## config.mk

```make
export PLATFORM = sky130hd
export DESIGN_NAME = iq_pair_sequencer
export DESIGN_NICKNAME = d
export VERILOG_FILES = /design/src/rtl/iq_demod_pkg.sv /design/src/rtl/iq_pair_sequencer.sv
export SDC_FILE = /design/constraint.sdc
export NUM_CORES = 1
export LEC_CHECK = 0
export ABC_AREA = 1
export CAP_MARGIN = 20
export CORE_AREA = 2 2 98 100
export CTS_BUF_LIST = sky130_fd_sc_hd__clkbuf_2 sky130_fd_sc_hd__clkbuf_4 sky130_fd_sc_hd__clkbuf_8
export CTS_CLUSTER_DIAMETER = 100
export DETAILED_ROUTE_END_ITERATION = 16
export DIE_AREA = 0 0 100 102
export GPL_TIMING_DRIVEN = 1
export PLACE_DENSITY = 0.72
export SETUP_SLACK_MARGIN = 0.4
export SYNTH_ARGS = -nofsm -noshare
export SYNTH_HDL_FRONTEND = slang
export SYNTH_SLANG_ARGS = --single-unit
```

## constraint.sdc

```tcl
create_clock -name clk -period 1.9 [get_ports clk]
set_input_delay 0.38 -clock clk [delete_from_list [all_inputs] [get_ports clk]]
set_output_delay 0.38 -clock clk [all_outputs]
set_load 0.01 [all_outputs]
```

## src/rtl/iq_demod_pkg.sv

```systemverilog
// Shared types, default widths and the pair-select helper for the iq_demod
// datapath (sample buffer, pair sequencer, correlator).
package iq_demod_pkg;

  typedef enum logic [1:0] {
    ST_IDLE,
    ST_SEQ,
    ST_DIR
  } seq_state_t;

  // Defaults shared with the I/Q sample buffer.
  localparam int DEMOD_W      = 5;
  localparam int DEMOD_NPAIRS = 5;

  // Upper bounds that pair_sel accepts: W <= 16, NPAIRS <= 16.
  localparam int PAIR_MAX_W = 32;
  localparam int BANK_MAX_W = 512;

  // Returns pair idx of a bank of npairs pairs, each sample w bits wide.
  // Sample 2*idx lands in the low half of the result. Out-of-range index gives zero.
  function automatic logic [PAIR_MAX_W-1:0] pair_sel(
    input logic [BANK_MAX_W-1:0] bank,
    input int unsigned           idx,
    input int unsigned           w,
    input int unsigned           npairs
  );
    logic [PAIR_MAX_W-1:0] mask;
    mask = {PAIR_MAX_W{1'b1}} >> (PAIR_MAX_W - 2 * w);
    if (idx >= npairs) begin
      return '0;
    end
    return PAIR_MAX_W'(bank >> (idx * 2 * w)) & mask;
  endfunction

endpackage

```

## src/rtl/iq_pair_sequencer.sv

```systemverilog
// Latches a bank of I/Q sample pairs and either streams them in index order
// (valid/ready) or presents a selected pair every cycle, all outputs registered.
module iq_pair_sequencer
  import iq_demod_pkg::*;
#(
  parameter  int W      = DEMOD_W,
  parameter  int NPAIRS = DEMOD_NPAIRS,
  localparam int SEL_W  = $clog2(NPAIRS)
) (
  input  logic                  clk,
  input  logic                  rst,
  input  logic                  mode,
  input  logic [SEL_W-1:0]      sel,
  input  logic [2*NPAIRS*W-1:0] in_data,
  input  logic                  in_valid,
  output logic                  in_ready,
  output logic [W-1:0]          out1,
  output logic [W-1:0]          out2,
  output logic [SEL_W-1:0]      out_idx,
  output logic                  out_last,
  output logic                  out_valid,
  input  logic                  out_ready,
  output logic                  busy
);

  localparam int               PAIR_W   = 2 * W;
  localparam int               BANK_W   = 2 * NPAIRS * W;
  localparam logic [SEL_W-1:0] LAST_IDX = SEL_W'(NPAIRS - 1);

  seq_state_t         state_q, state_d;
  logic [BANK_W-1:0]  bank_q, bank_d;
  logic [SEL_W-1:0]   idx_q, idx_d;
  logic [W-1:0]       out1_q, out1_d;
  logic [W-1:0]       out2_q, out2_d;
  logic [SEL_W-1:0]   out_idx_q, out_idx_d;
  logic               out_last_q, out_last_d;
  logic               out_valid_q, out_valid_d;

  logic               take_bank;
  logic [SEL_W-1:0]   nxt_idx;

  function automatic logic [PAIR_W-1:0] pick(
    input logic [BANK_W-1:0] bank,
    input logic [SEL_W-1:0]  i
  );
    return PAIR_W'(pair_sel(BANK_MAX_W'(bank), 32'(i), W, NPAIRS));
  endfunction

  // Only the last-pair handshake in SEQ opens the input, so a queued bank
  // follows the final pair with no bubble.
  assign in_ready = (state_q == ST_SEQ) ? (out_valid_q && out_ready && out_last_q) : 1'b1;
  assign nxt_idx  = idx_q + 1'b1;

  always_comb begin
    // NOTE: every signal gets a default before the case so no path leaves it
    // unassigned; otherwise synthesis infers latches.
    state_d     = state_q;
    bank_d      = bank_q;
    idx_d       = idx_q;
    out1_d      = out1_q;
    out2_d      = out2_q;
    out_idx_d   = out_idx_q;
    out_last_d  = out_last_q;
    out_valid_d = out_valid_q;
    take_bank   = 1'b0;

    unique case (state_q)
      ST_IDLE: begin
        {out2_d, out1_d} = '0;
        out_idx_d        = '0;
        out_last_d       = 1'b0;
        out_valid_d      = 1'b0;
        take_bank        = in_valid;
      end

      ST_SEQ: begin
        if (out_valid_q && out_ready) begin
          if (!out_last_q) begin
            idx_d            = nxt_idx;
            {out2_d, out1_d} = pick(bank_q, nxt_idx);
            out_idx_d        = nxt_idx;
            out_last_d       = (nxt_idx == LAST_IDX);
          end else begin
            state_d          = ST_IDLE;
            {out2_d, out1_d} = '0;
            out_idx_d        = '0;
            out_last_d       = 1'b0;
            out_valid_d      = 1'b0;
            take_bank        = in_valid;
          end
        end
      end

      ST_DIR: begin
        // Selection reads the bank held this cycle; a concurrent load lands next cycle.
        {out2_d, out1_d} = pick(bank_q, sel);
        out_idx_d        = sel;
        out_last_d       = 1'b0;
        out_valid_d      = (32'(sel) < NPAIRS);
        if (in_valid) begin
          bank_d = in_data;
        end
        if (!mode) begin
          state_d          = ST_IDLE;
          {out2_d, out1_d} = '0;
          out_idx_d        = '0;
          out_valid_d      = 1'b0;
        end
      end

      default: state_d = ST_IDLE;
    endcase

    if (take_bank) begin
      bank_d = in_data;
      idx_d  = '0;
      if (!mode) begin
        state_d          = ST_SEQ;
        {out2_d, out1_d} = pick(in_data, '0);
        out_idx_d        = '0;
        out_last_d       = 1'b0;
        out_valid_d      = 1'b1;
      end else begin
        state_d = ST_DIR;
      end
    end
  end

  // NOTE: sequential state uses non-blocking assignments so every register
  // samples its pre-edge value regardless of statement order.
  always_ff @(posedge clk) begin
    if (rst) begin
      state_q     <= ST_IDLE;
      bank_q      <= '0;
      idx_q       <= '0;
      out1_q      <= '0;
      out2_q      <= '0;
      out_idx_q   <= '0;
      out_last_q  <= 1'b0;
      out_valid_q <= 1'b0;
    end else begin
      state_q     <= state_d;
      bank_q      <= bank_d;
      idx_q       <= idx_d;
      out1_q      <= out1_d;
      out2_q      <= out2_d;
      out_idx_q   <= out_idx_d;
      out_last_q  <= out_last_d;
      out_valid_q <= out_valid_d;
    end
  end

  assign out1      = out1_q;
  assign out2      = out2_q;
  assign out_idx   = out_idx_q;
  assign out_last  = out_last_q;
  assign out_valid = out_valid_q;
  assign busy      = (state_q != ST_IDLE);

endmodule

```

# After elaboration in Yosys (flattened, before gate mapping)
# Cells that the tools add are included.
# word_totals
reg_bits	70
elab_cells	87
out_inout_bits	17
in_bits	58
# op_classes
mul	2
n_mux	52
n_lt_le_gt_ge	3
n_addsub	1
eq_ne	7
n_reduce_logical	11
bitwise	1
shift	2
# op_table
cell	n
50-bit two-way mux	3
50-bit by 7-bit right shift with 10-bit output	2
5-bit two-way mux	10
10-bit two-way mux	4
5-bit case mux with 3 select lines	2
1-bit two-way mux	18
3-bit two-way mux	5
3-bit by 3-bit multiplier with 6-bit output, second input constant	2
2-bit two-way mux	5
3-bit case mux with 3 select lines	1
3-bit >= comparator, second input constant	2
3-bit inequality test, second input constant	2
2-bit case mux with 3 select lines	1
2-bit nonzero test	3
1-bit case mux with 2 select lines	2
4-bit AND reduction	1
2-bit OR reduction	2
3-bit by 1-bit adder with 3-bit output, second input constant	1
3-bit == test, second input constant	1
3-bit less-than comparator, second input constant	1
3-bit by 2-bit inequality test with 1-bit output, second input constant	1
1-bit case mux with 3 select lines	1
3-bit AND reduction	1
2-bit by 1-bit == test with 1-bit output, second input constant	1
other kinds (6)	7

# Longest topological paths before layout
# Gate-level depths: netlist (run 1).
# depth
word_depth	12
depth_mapped	15

# Least setup slack after synthesis (run 1)
# Ideal clock, no wire load.
# synth_timing
path_kind	flip-flop to flip-flop
startpoint	register idx_q[0]
endpoint	register out1_q[4] (netlist: out1[4])
arrival_time_ns	1.831
path_stages_with_launch	16
period_less_slack_ns	1.944
setup_time_ns	0.112
n_path_buf	3
slack_ns	-0.044
cell_sequence	dfxtp_1 > buf_2 > inv_1 > buf_2 > ha_1 > inv_1 > clkbuf_1 > nand3_1 > nand2_1 > nand2_1 > nand2_1 > nand2_1 > nand2_1 > nand2_1 > nand2_1 > nand2_1
# synth_between
elab_chain_len	12
word_cells_on_any_way	14
classes_between	add/sub: 1; mul: 1; order compare: 1; shift: 1; mux: 10
# synth_rtl
item	line_no	text
from (decl)	iq_pair_sequencer.sv:32	logic [SEL_W-1:0] idx_q, idx_d;
from (signal assigned)	iq_pair_sequencer.sv:144	idx_q <= idx_d;
3-bit by 1-bit adder with 3-bit output *	iq_pair_sequencer.sv:52	assign nxt_idx = idx_q + 1'b1;
named net nxt_idx[0]	iq_pair_sequencer.sv:40	logic [SEL_W-1:0] nxt_idx;
branches (longest 5 deep; another with 3-bit by 3-bit multiplier with 6-bit output)	n/a	
10-bit two-way mux *	iq_demod_pkg.sv:32	return PAIR_MAX_W'(bank >> (idx * 2 * w)) & mask;
5-bit two-way mux *	iq_pair_sequencer.sv:78	if (!out_last_q) begin
5-bit two-way mux *	iq_pair_sequencer.sv:77	if (out_valid_q && out_ready) begin
5-bit case mux with 3 select lines *	iq_pair_sequencer.sv:67	unique case (state_q)
5-bit two-way mux	iq_pair_sequencer.sv:117	if (!mode) begin
5-bit two-way mux *	iq_pair_sequencer.sv:114	if (take_bank) begin
to (signal assigned)	iq_pair_sequencer.sv:145	out1_q <= out1_d;
to (decl)	iq_pair_sequencer.sv:33	logic [W-1:0] out1_q, out1_d;
# Mark *: on every way through the listed nets, which the timed path passes. The select of a mux whose other input is x is not followed.
# A chain may end at the register's enable or synchronous reset.

# Worst setup path after layout (run 1)
# layout_timing
startpoint	register idx_q[1]
endpoint	register out2_q[3] (netlist: out2[3])
# layout_between
elab_chain_len	12
word_cells_on_any_way	14
classes_between	add/sub: 1; mul: 1; order compare: 1; shift: 1; mux: 10
# layout_rtl
item	line_no	text
3-bit by 1-bit adder with 3-bit output *	iq_pair_sequencer.sv:52	
named net nxt_idx[1]	iq_pair_sequencer.sv:40	
branches (longest 5 deep; another with 3-bit by 3-bit multiplier with 6-bit output)	n/a	
10-bit two-way mux *	iq_demod_pkg.sv:32	
5-bit two-way mux *	iq_pair_sequencer.sv:78	
5-bit two-way mux *	iq_pair_sequencer.sv:77	
5-bit case mux with 3 select lines *	iq_pair_sequencer.sv:67	
5-bit two-way mux	iq_pair_sequencer.sv:117	
5-bit two-way mux *	iq_pair_sequencer.sv:114	
to (signal assigned)	iq_pair_sequencer.sv:146	out2_q <= out2_d;
to (decl)	iq_pair_sequencer.sv:34	logic [W-1:0] out2_q, out2_d;
# Marked as above.

==> impl_metrics.toml, run 1 <==
[floorplanning]
io_pins = 75
initial_core_util_pct = 44.3
die_h_um = 102
rows = 35
dieArea_um2 = 10200
die_x_um = 100
core_area_um2 = 9110

[power_and_ir_drop]
power_density_nw_per_um2 = 645
pwr-share-comb_pct = 22.1
seq_power_share_pct = 44.6
ir_worst_vdd_mv = 0.367
p_int_mw = 2.56
power.switching_mw = 1.16
swShare_pct = 31.1
p_leak_nw = 2.58
pwr-share-clk_pct = 33.3

[placement]
place_inst = 821
placement.io_buffers = 74
dp_hpwl_um = 8850
globalplace.congestion = 0.893

[timing]
holdWs_ns = 0.467
max_slew.worst_pin.slew_ns = 0.328
rsz0062_at_grt = "yes"
min_period_over_period_pct = 83.8
period_minus_slack_ns = 1.59
slew_viol_final = 0
slew_headroom_pct = 78.2
max_freq_ghz = 0.628
hold_violations = 0
setup_viol = 0
fin_worst_skew_ns = 0.00874

[critical_path]
worstPathCellList = "inv_2 -> ha_4 -> inv_8 -> nand3_4 -> nand2_4 -> nand2_4 -> nor2_1 -> nand2_1 -> nand2_1 -> nand2_1 -> nand2_1 -> nand2_1 -> nand2_1"
max_stage_delay_ns = 0.38
crit_path_top_delay_cell = "dfxtp_4"
critical_path.startpoint = "idx_q[1]"
rr_startpoint = "idx_q[1]"
critical_path_required_ns = 2.20
r2r_slack_ns = 0.31
path_max_fanout = 6
worst_setup_path_end_kind = "flop"
cp_common_cell = "nand2_1"
cp_data_arrival_time_ns = 1.90
worst_r2r_endpoint = "out2[3]"
crit_path_start_kind = "flop"
worst-path-buf-inv = 2
critical_path_class = "flop to flop"
reg2reg_depth = 13
critPathTopFamily = "simple AND/OR/NAND/NOR gates"

[logic_synthesis]
synth_top_family_by_area = "simple AND/OR/NAND/NOR gates"
synth_edf_count = 0
yosys.area_share.simple_pct = 32.5
synthTopCellsByArea = "dfxtp_1 (35%), nand2_1 (19%), a21oi_1 (9.2%), o21ai_1 (6.3%), nor2_1 (6.0%)"
syn_area_um2 = 4030
synth_ff_type = "dfxtp_1"
yosysWarnings = 0
ys_types = 27
synth_top_area_share_pct = 34.7
synthTopCellsByCount = "nand2_1 (202), a21oi_1 (74), dfxtp_1 (70)"
yosysMostFrequentCell = "nand2_1"
synth-seq-cells = 70
synthAdderAreaFrac_pct = 0.931
syn_inst = 642
synth_area_leader_cell = "dfxtp_1"
syn_area_per_cell_um2 = 6.28
synth_nets = 703
synthMuxAreaShare_pct = 0
synthArstFlopShare_pct = 0
synth_xor_area_share_pct = 0
seq_area_frac_synth_pct = 34.7
synth-compound-area-share_pct = 19.7

[flow_run]
cap_violations = 0

[cells_and_area]
num-fill-cells = 848
insertedDiodeCount = 0
area_growth_pct = 42.9
drive_gt1_share_pct = 19.9
regArea_um2 = 1420
fin_nets = 805
finalNonFillerCells = 860
multi_input_area_um2 = 2450

[global_routing]
grt_max_degree = 54
grt.overflow.total = 0
antenna_found_initial = 0
grt_first_pass_wirelength_um = 21200
first_global_vias = 4403
grt_usage_pct = 26.4

[run_status]
status = "completed"

[worst_hold_path]
min_path_type = "flop to flop"
hold_depth = 2
whs_endpoint = "bank_q[30]"
hp-start = "bank_q[30]"

[clocking]
cts-buffers-inserted = 9
holdBufCountCts = 0
cts.sinks = 70
path_clk_slew_ns = 0.09
cts_tree = "done"
clock_path_buffers = 2
htree_levels = 3
cts-root-buf = "clkbuf_8"
clk_latency_ns = 0.35

[routing]
route.detailed.drc = 0
firstDrtPassIters = 6
drt_iter0_drc = 352
vias = 4596
wire_per_inst_um = 15.7
vias_per_cell = 5.34
drt-total-wl_um = 13500
ant_nets = 0
## placed cells by master, fill, tap and decap left out, types with 7 or more instances in the layout
| master | count |
|---|---|
| inv_1 | 58 |
| nand2_2 | 8 |
| o21ai_2 | 19 |
| nand2_1 | 193 |
| dfxtp_1 | 65 |
| buf_12 | 7 |
| dlygate4sd2_1 | 18 |
| o21ai_1 | 32 |
| clkbuf_8 | 9 |
| o211ai_1 | 10 |
| buf_4 | 31 |
| a21oi_2 | 9 |
| a21oi_1 | 65 |
| clkdlybuf4s50_1 | 54 |
| nand3_2 | 11 |
| nand3_1 | 31 |
| nor2_1 | 62 |
## how the worst max path moves through the flow
| stage | to | slack (ns) | depth (start not counted) |
|---|---|---|---|
| floorplan | out2[4] | 0.32 | 14 |
| global placement | in_ready | -0.08 | 4 |
| detailed placement | out2[0] | -0.13 | 10 |
| CTS | in_ready | 0.29 | 4 |
| global route | out2[0] | 0.17 | 13 |
| finish | out2[3] | 0.31 | 13 |
## sequential cells by signal, indices dropped and copies added (netlist names)
name       cells
out2           5
idx_q          3
out_idx        3
out1           5
out_last       1
state_q        2
out_valid      1
bank_q        50
## power groups by stage
stage / Clock [mW] / Sequential (mW) / Combinational (mW)
after floorplan: 0 / 1.67 / 0.402
after global placement: 0 / 1.69 / 0.669
after detailed placement: 0 / 1.70 / 0.681
after CTS: 1.26 / 1.66 / 0.715
after global routing: 1.33 / 1.67 / 0.893
final: 1.24 / 1.66 / 0.821
## cells by family after synthesis
family / Yosys count
flip-flops: 70
buffers and inverters: 104
adder cells (fa/ha/maj): 3
AND/OR/NAND/NOR: 318
AO/OA/AOI/OAI: 147
## layer usage
layer | up-vias | track usage, % | share of wire [%]
li1 | 2264 | - | -
met5 | - | 0 | 0
met4 | 0 | 9.38 | 2.7
met1 | 2106 | 33.0 | 42
met2 | 188 | 46.3 | 49
met3 | 38 | 4.51 | 6.6
## cell type report
cell class | instances | share of cell area, %
inverter | 67 | 4.60
clock inverter | 7 | 1.30
timing repair buffer | 125 | 22.5
clock buffer | 9 | 2.15
multi-input combinational | 471 | 42.5
tap | 111 | 2.41
sequential | 70 | 24.6
## metrics by stage
stage / instance area, um2 / utilization, % / worst slack, ns / setup TNS, ns / total power, mW
after CTS: 5470 / 60.1 / 0.286 / 0 / 3.63
after global routing: 5770 / 63.3 / 0.167 / 0 / 3.89
after floorplan: 4080 / - / 0.318 / 0 / 2.08
after global placement: 4980 / 54.7 / -0.0842 / -0.725 / 2.36
after detailed placement: 4980 / 54.7 / -0.129 / -1.53 / 2.38
final: 5770 / 63.3 / 0.308 / 0 / 3.72
## worst reg2reg max path, stage by stage, from the launching register on
cell	delay [ns]
dfxtp_4	0.38
inv_2	0.05
ha_4	0.28
inv_8	0.11
nand3_4	0.08
nand2_4	0.10
nand2_4	0.09
nor2_1	0.12
nand2_1	0.07
nand2_1	0.06
nand2_1	0.05
nand2_1	0.07
nand2_1	0.05
nand2_1	0.05
## repair_timing
item,in CTS,in global routing
pin swaps,31,5
setup endpoints to repair,80,49
resized for setup,75,39
setup buffers,8,7
cloned,4,4
No activity file was read; power rests on OpenSTA's default activity.
==> run 2, diff against run 1 <==
- PLACE_DENSITY: 0.72 -> 0.69
- clock period: 1.9 -> 1.65 ns (I/O delays scaled with it)
==> impl_metrics.toml, run 2 (synthesis results as in run 1) <==
[critical_path]
path_max_fanout = 10
rr_startpoint = "idx_q[1]"
reg2reg_depth = 11
crit_path_start_kind = "flop"
worst_r2r_endpoint = "out2[4]"
critical_path_class = "flop to flop"
critical_path_required_ns = 1.90
cp_data_arrival_time_ns = 1.93
worst_setup_path_end_kind = "flop"
r2r_slack_ns = -0.03

[cells_and_area]
area_growth_pct = 68.6
final_common_cell = "nand2_1"
design_area_um2 = 6800
finalNonFillerCells = 898
fin_util_pct = 74.7
regMostFlops = "bank_q"
fin_nets = 843
largest_reg_flops = 50
drive_gt1_share_pct = 35.7
insertedDiodeCount = 0
final_cell_mix = "nand2_1 (185), nor2_1 (57), inv_1 (56)"

[global_routing]
first_global_vias = 4721
grt_usage_pct = 28.4
grt_max_degree = 46
antenna_found_initial = 0
grt.overflow.total = 0
grt_first_pass_wirelength_um = 22800

[placement]
dpl_cell_area_um2 = 5100
place_inst = 834
dp_hpwl_um = 8930
globalplace.congestion = 0.956
placement.io_buffers = 74

[clocking]
cts.sinks = 70
clk_latency_ns = 0.37
cts_tree = "done"
cts-buffers-inserted = 9
cts-root-buf = "clkbuf_8"
clock_path_buffers = 2
htree_levels = 3
holdBufCountCts = 0
path_clk_slew_ns = 0.08

[timing]
slew_viol_final = 0
min_period_over_period_pct = 102
setup_ws_ns = -0.0327
fin_worst_skew_ns = 0.0124
hold_violations = 0
max_slew.worst_pin.slew_ns = 0.382
setup_viol = 1
max_freq_ghz = 0.594
slew_headroom_pct = 74.6
period_minus_slack_ns = 1.68
rsz0062_at_grt = "yes"
tns_ns = -0.0327

[routing]
drt-total-wl_um = 16400
ant_nets = 0
vias = 5068
drt_iter0_drc = 397
route.detailed.drc = 0
wire_per_inst_um = 18.2
vias_per_cell = 5.64
firstDrtPassIters = 7

[power_and_ir_drop]
pwr-share-comb_pct = 26.9
power_density_nw_per_um2 = 740
ir_worst_vdd_mv = 0.469
p_leak_nw = 2.97
swShare_pct = 30.7
p_int_mw = 3.49
pwr-share-clk_pct = 35.1
seq_power_share_pct = 38.1
finalPower_mw = 5.04
power.switching_mw = 1.55

[flow_run]
cap_violations = 0

[floorplanning]
io_pins = 75
rows = 35
dieArea_um2 = 10200
die_h_um = 102
die_x_um = 100
core_area_um2 = 9110
initial_core_util_pct = 44.3

[worst_hold_path]
hold_depth = 3
min_path_type = "primary input to flop"
hp-start = "in_valid"
whs_endpoint = "state_q[1]"

[run_status]
status = "complete, but fails checks"
violations = "setup timing"
[run 2: cell count changes in the layout (fill, tap and decap cells not counted), sizes merged, moves of 3 or more]
cell and delta:
buf +48, clkbuf +3, clkdlybuf4s15 +4, dlygate4sd2 -17
dlymetal6s2s +3
[run 2: area by class of cell]
cell class                 instances  area, um2
timing repair buffer             165       1880
sequential                        70       1430
clock buffer                       9        124
tap                              111        139
fill                             652       2310
clock inverter                     7        123
inverter                          67        267
multi-input combinational        469       2840
[run 2: routing by layer]
metal	track usage (%)	wire, um	vias to the layer above
met1	35.0	6380	2383
met5	0	0	-
li1	-	-	2341
met4	10.4	609	0
met3	5.88	1280	72
met2	49.5	8090	272
[run 2: how the worst max path moves through the flow]
stage	start	to	slack (ns)
finish	idx_q[1]	out2[4]	-0.03
floorplan	idx_q[0]	out2[4]	0.07
detailed placement	out_ready	in_ready	-0.31
global placement	out_ready	in_ready	-0.28
CTS	idx_q[0]	out2[4]	0.12
global route	idx_q[1]	out2[4]	-0.08
[run 2: stage by stage]
stage               setup slack (ns)  hold slack [ns]
floorplan                     0.0707            0.438
global route                 -0.0830            0.427
CTS                            0.124            0.468
detailed placement            -0.307            0.459
finish                       -0.0327            0.420
global placement              -0.283            0.453
[run 2: critical path, stage by stage, from the launching register on]
cell and delay, ns:
dfxtp_4 0.38, inv_2 0.05, ha_4 0.27, buf_8 0.15
a21oi_1 0.17, o21ai_0 0.13, nand2_1 0.11, nand2_1 0.05
nand2_1 0.07, nand2_1 0.06, nand2_1 0.06, a21oi_1 0.06
[run 2: what timing repair did]
action	CTS	global route
setup endpoints to repair	87	85
pin swaps	11	26
setup buffers	22	7
gates resized for setup	148	134
cloned	10	9
[run 2: power groups by stage]
stage                     Sequential, mW  Combinational (mW)  Clock [mW]
after floorplan                     1.93               0.464           0
after global placement              1.95               0.804           0
after detailed placement            1.95               0.818           0
after CTS                           1.91                1.08        1.74
after global routing                1.93                1.43        1.83
final                               1.92                1.35        1.77
